`config.mk`:
```
export PLATFORM = sky130hd
export DESIGN_NAME = mul_sched
export DESIGN_NICKNAME = d
export VERILOG_FILES = /design/src/rtl/mul_pkg.sv /design/src/rtl/rca_add.sv /design/src/rtl/mul_sched.sv
export SDC_FILE = /design/constraint.sdc
export NUM_CORES = 1
export LEC_CHECK = 0
export CAP_MARGIN = 25
export CORE_MARGIN = 5
export CORE_UTILIZATION = 50
export CTS_BUF_LIST = sky130_fd_sc_hd__clkbuf_4 sky130_fd_sc_hd__clkbuf_8
export DETAILED_ROUTE_END_ITERATION = 12
export DONT_BUFFER_PORTS = 1
export PLACE_DENSITY = 0.73
export SETUP_SLACK_MARGIN = 0.5
export SLEW_MARGIN = 20
export SYNTH_ARGS = -nofsm -noshare
export SYNTH_HDL_FRONTEND = slang
export SYNTH_SLANG_ARGS = --single-unit
```
`constraint.sdc`:
```
create_clock -name clk -period 7.9 [get_ports clk]
set_input_delay 1.185 -clock clk [delete_from_list [all_inputs] [get_ports clk]]
set_output_delay 1.185 -clock clk [all_outputs]
set_load 0.05 [all_outputs]
```
`src/rtl/mul_pkg.sv`:
```
// Shared types and constants for the two-requester shift-add multiplier scheduler.
// No logic; imported by mul_sched.
// Backpressure: not applicable.
package mul_pkg;

  typedef enum logic [1:0] {
    IDLE,
    ACC,
    RESP
  } state_t;

  localparam int N_DEF   = 8;
  localparam int NUM_REQ = 2;

endpackage

```
`src/rtl/rca_add.sv`:
```
// Purpose: W-bit ripple-carry adder.
// Latency: combinational.
// Backpressure: none.
module rca_add #(
  parameter int W = 8
) (
  input  logic [W-1:0] a,
  input  logic [W-1:0] b,
  input  logic         cin,
  output logic [W-1:0] sum,
  output logic         cout
);

  logic carry;

  always_comb begin
    carry = cin;
    sum   = '0;
    for (int i = 0; i < W; i++) begin
      sum[i] = a[i] ^ b[i] ^ carry;
      carry  = (a[i] & b[i]) | (carry & (a[i] ^ b[i]));
    end
    cout = carry;
  end

endmodule

```
`src/rtl/mul_sched.sv`:
```
// Purpose: round-robin scheduler sharing one shift-add multiplier between two requesters.
// Latency: resp_valid rises N/2 edges after the request handshake edge.
// Backpressure: result held in RESP until resp_ready; no new request accepted until then.
module mul_sched
  import mul_pkg::*;
#(
  parameter int N = N_DEF
) (
  input  logic               clk,
  input  logic               rst_n,
  input  logic [NUM_REQ-1:0] req_valid,
  output logic [NUM_REQ-1:0] req_ready,
  input  logic [N/2-1:0]     req_a0,
  input  logic [N/2-1:0]     req_b0,
  input  logic [N/2-1:0]     req_a1,
  input  logic [N/2-1:0]     req_b1,
  output logic               resp_valid,
  input  logic               resp_ready,
  output logic               resp_id,
  output logic [N-1:0]       resp_y
);

  localparam int H   = N / 2;
  localparam int CTW = $clog2(H);

  state_t         state, state_nxt;
  logic [H-1:0]   a_q, b_q;
  logic           id_q;
  logic           lp;
  logic [N-1:0]   acc;
  logic [N-1:0]   term;
  logic [N-1:0]   sum;
  logic [CTW-1:0] ct;
  logic           g;
  logic           req_hs;
  logic           resp_hs;
  logic           last_step;

  // Both pending: serve the one not served last; otherwise whichever is pending.
  assign g = (&req_valid) ? ~lp : req_valid[1];

  assign term      = {{(N-H){1'b0}}, b_q & {H{a_q[ct]}}} << ct;
  assign last_step = (ct == CTW'(H - 1));

  rca_add #(.W(N)) u_add (
    .a   (acc),
    .b   (term),
    .cin (1'b0),
    .sum (sum),
    .cout()
  );

  always_comb begin
    state_nxt  = state;
    req_ready  = '0;
    req_hs     = 1'b0;
    resp_valid = 1'b0;
    resp_y     = '0;
    resp_id    = 1'b0;
    resp_hs    = 1'b0;
    case (state)
      IDLE: begin
        // rst_n gating keeps req_ready low during the very first reset cycle.
        if (rst_n && (|req_valid)) begin
          req_ready[g] = 1'b1;
          req_hs       = 1'b1;
          state_nxt    = ACC;
        end
      end
      ACC: begin
        if (last_step) state_nxt = RESP;
      end
      RESP: begin
        resp_valid = 1'b1;
        resp_y     = acc;
        resp_id    = id_q;
        if (resp_ready) begin
          resp_hs   = 1'b1;
          state_nxt = IDLE;
        end
      end
      default: state_nxt = IDLE;
    endcase
  end

  always_ff @(posedge clk or negedge rst_n) begin
    if (!rst_n) state <= IDLE;
    else        state <= state_nxt;
  end

  always_ff @(posedge clk or negedge rst_n) begin
    if (!rst_n) begin
      a_q  <= '0;
      b_q  <= '0;
      id_q <= 1'b0;
      lp   <= 1'b1;
      acc  <= '0;
      ct   <= '0;
    end else begin
      case (state)
        IDLE: begin
          if (req_hs) begin
            a_q  <= g ? req_a1 : req_a0;
            b_q  <= g ? req_b1 : req_b0;
            id_q <= g;
            acc  <= '0;
            ct   <= '0;
          end
        end
        ACC: begin
          acc <= sum;
          ct  <= last_step ? '0 : ct + CTW'(1);
        end
        RESP: begin
          if (resp_hs) lp <= id_q;
        end
        default: ;
      endcase
    end
  end

endmodule
```
==> results.md <==
* Period utilization at 0.490
* Hold worst-path end: id_q
* Ys Warns at 0
* Final WS setup at just over 4 ns
* R2R depth at 11
* CTS Sinks at 22
* GRT Residual Overflow at 0
* RSZ-0062 raised after global routing: false
* Io pins at 33
* Power Density at between 400 and 500 nW/um^2
* Initial Util at 0.536
* DRC Markers at 0
* Total vias in the final route at around 1000
* Final Max Slew Viols at 0
* #FFs+latches synth at 22
* Status: finished, final reports clean
* Reg2reg start: ct[0]
* TritonCTS clock tree: yes
* Pre-CTS setup slack at 4.05 ns
* DRT Pass-1 Iters at 4
* Mapped Cells at 135
* Post-DP HPWL at 2220 um
* Area growth from synthesis to layout at 3.42%
* Fillcell total at 223
* Worst min-delay path class: reg -> reg
* Final Setup Violations at 0
* Worst-skew pair later-pin latency at about 0.32 ns
* Synth Area per Inst at between 10 and 15 um^2
* Post-Place Cells at between 150 and 200
* Asr flop ratio synth at 1.00
* Final Power at between 0.6 and 0.7 mW
* Initial antenna violation count at 0
* Clock transition at path regs at between 0.1 and 0.15 ns
* Die Span X at 62.0 um
* Global-route wire length before repair at between 4000 and 5000 um
* Number of CTS-inserted buffers at 3
* Top cell type's share of synthesized area at 0.389
* Reg-to-Reg End: acc[6]
* Main synth FF type: dfrtp_1
* Core Box Area at roughly 2500 um^2
* Final hold vios at 0
* Total Routing Usage GR at 0.183
* Crit Path Category: reg -> reg
* Critical Path Source Type: flip-flop
* Final WL at 2920 um
* Worst hold stages at 2
* Rel. slew slack at 0.405
* Setup crit start: ct[0]
* Die area at around 3800 um^2
* Sw Share at 0.431
* Port Buffers at 0
* Worst Path Arrival at 4.12 ns
* Sum Neg Setup Slack at 0 ns
* Crit path max fanout at 14
* Root Buffer: clkbuf_4
* ANT nets after route at 0
* Vias per Instance at just over 6
* Seq/Total Area, Yosys at 0.408
* Synth unique cells at 34
* Avg WL per Cell at between 15 and 20 um
* Post-cts resize count at 0
* Reported net switching power at about 0.27 mW
* H-Tree Depth at 1
* Hold_buf cts at 0
* Vias in the first global route at approximately 1100
* Setup Skew at slightly above 0.009 ns
* Tmin final at 3.87 ns
* Flop2flop setup slack at between 4 and 5 ns
* Largest net degree at the start of global routing at 24
* N_diodes at 0
* Synth cell count leaders: 21 x dfrtp_1, 21 x nand2_1, 10 x o21ai_0
* Detailed Route Iter0 Violations at 21
* Tightest Pin Transition at around 0.89 ns
* CP required at between 8 and 9 ns
* Final hold slack at around 0.52 ns
* Setup bufs post-CTS at 0
* Setup crit end kind: flip-flop
* Max rail drop VDD at 0.228 mV
* Share of layout cells above drive strength 1 at 0.0992
* Final core occ at 0.555
* Post-Layout Cell Count at 161
* Post-Synthesis Net Count at 164
* Final Instance Area at roughly 1400 um^2
* Logic pwr share at 0.493
* Footprint of the multi-input gates at 719 um^2
* Post-Syn Area at around 1400 um^2
* Row count at 18
* Leak at about 0.58 nW
* Die height at ~62 um
* Synth top area cells: dfrtp_1 39%, fa_1 8.9%, nand2_1 5.8%
* DP Area at roughly 1300 um^2
* NumNets Final at 161
* Number of synthesized flops with an enable pin at 0
* Seq pwr share at 0.363
* Cell taking the most area after synthesis: dfrtp_1
* Max Cap Violations at 0
* Clock share of power at 0.144
* Int Power at approximately 0.35 mW
* Max Buffers Root-to-Sink at 2
* RePlAce Congestion at 0.797
* Fmax at 258 MHz
* FF+latch area at approximately 550 um^2
* Worst hold start: id_q
[area by class of cell]
cell class / instances / area share
inverters: 8 / 0.0215
well taps: 30 / 0.0268
flip-flops and latches: 22 / 0.394
clock inverters: 1 / 0.0215
repair buffers: 1 / 0.00537
multi-input cells: 96 / 0.514
clock buffers: 3 / 0.0161
[worst max-delay path: stages (launching register included)]
cell     delay, ns
dfrtp_1       0.62
mux4_2        0.60
nand2_1       0.11
fa_1          0.16
inv_1         0.05
fa_1          0.37
fa_1          0.39
fa_1          0.40
fa_1          0.39
inv_1         0.09
fa_1          0.42
o22ai_1       0.19
[registers in the layout, summed over array words and instances, names as in the netlist]
| register | flops |
|---|---|
| ct | 2 |
| acc | 8 |
| state | 2 |
| lp | 1 |
| b_q | 4 |
| id_q | 1 |
| a_q | 4 |
[placed cells by master (no fill, tap or decap), drive strengths merged, types with 2 or more instances in the layout]
master / netlist / final
dfrtp: 21 / 21
mux2: 3 / 3
o21ai: 10 / 10
nor2: 5 / 5
inv: 7 / 7
and2: 8 / 8
fa: 6 / 6
mux2i: 2 / 2
a2bb2oi: 8 / 8
o32ai: 8 / 8
nand3b: 2 / 2
o22ai: 2 / 2
ha: 2 / 2
nand2: 21 / 21
nor2b: 3 / 3
a21oi: 2 / 2
nor3b: 2 / 2
clkbuf: 0 / 3
or3: 2 / 2
[logic make-up (layout without fill, tap and decap cells)]
group | count (synthesis) | in the layout | share of synthesized area
buffers and inverters | 17 | 13 | 0.0638
DFF | 22 | 22 | 0.408
muxes | 6 | 6 | 0.0564
and+or+nand+nor | 47 | 47 | 0.176
adders and majority gates | 8 | 8 | 0.107
AOI/OAI and AO/OA | 35 | 35 | 0.189
[worst max-delay path by stage]
stage	to	slack [ns]	cells after the start
2_1_floorplan	req_ready[0]	4.06	3
3_3_place_gp	req_ready[0]	4.14	2
3_5_place_dp	acc[6]	4.05	11
4_1_cts	acc[6]	4.02	11
5_1_grt	acc[6]	3.86	11
6_report	acc[6]	4.03	11
[metal layers]
metal	routed length (um)	global-route usage	vias up
met5	0	0	-
met4	55	0.0818	0
met3	173	0.0372	5
met2	1390	0.303	37
met1	1300	0.228	478
li1	-	-	468
[power by group through the flow]
stage,Combinational (mW),Sequential [mW],Clock [mW]
floorplan,0.271,0.202,0
global placement,0.292,0.224,0
detailed placement,0.303,0.228,0
CTS,0.309,0.225,0.0902
global route,0.347,0.234,0.0959
finish,0.306,0.225,0.0895
Note: power is estimated with default switching activity, not from simulation.
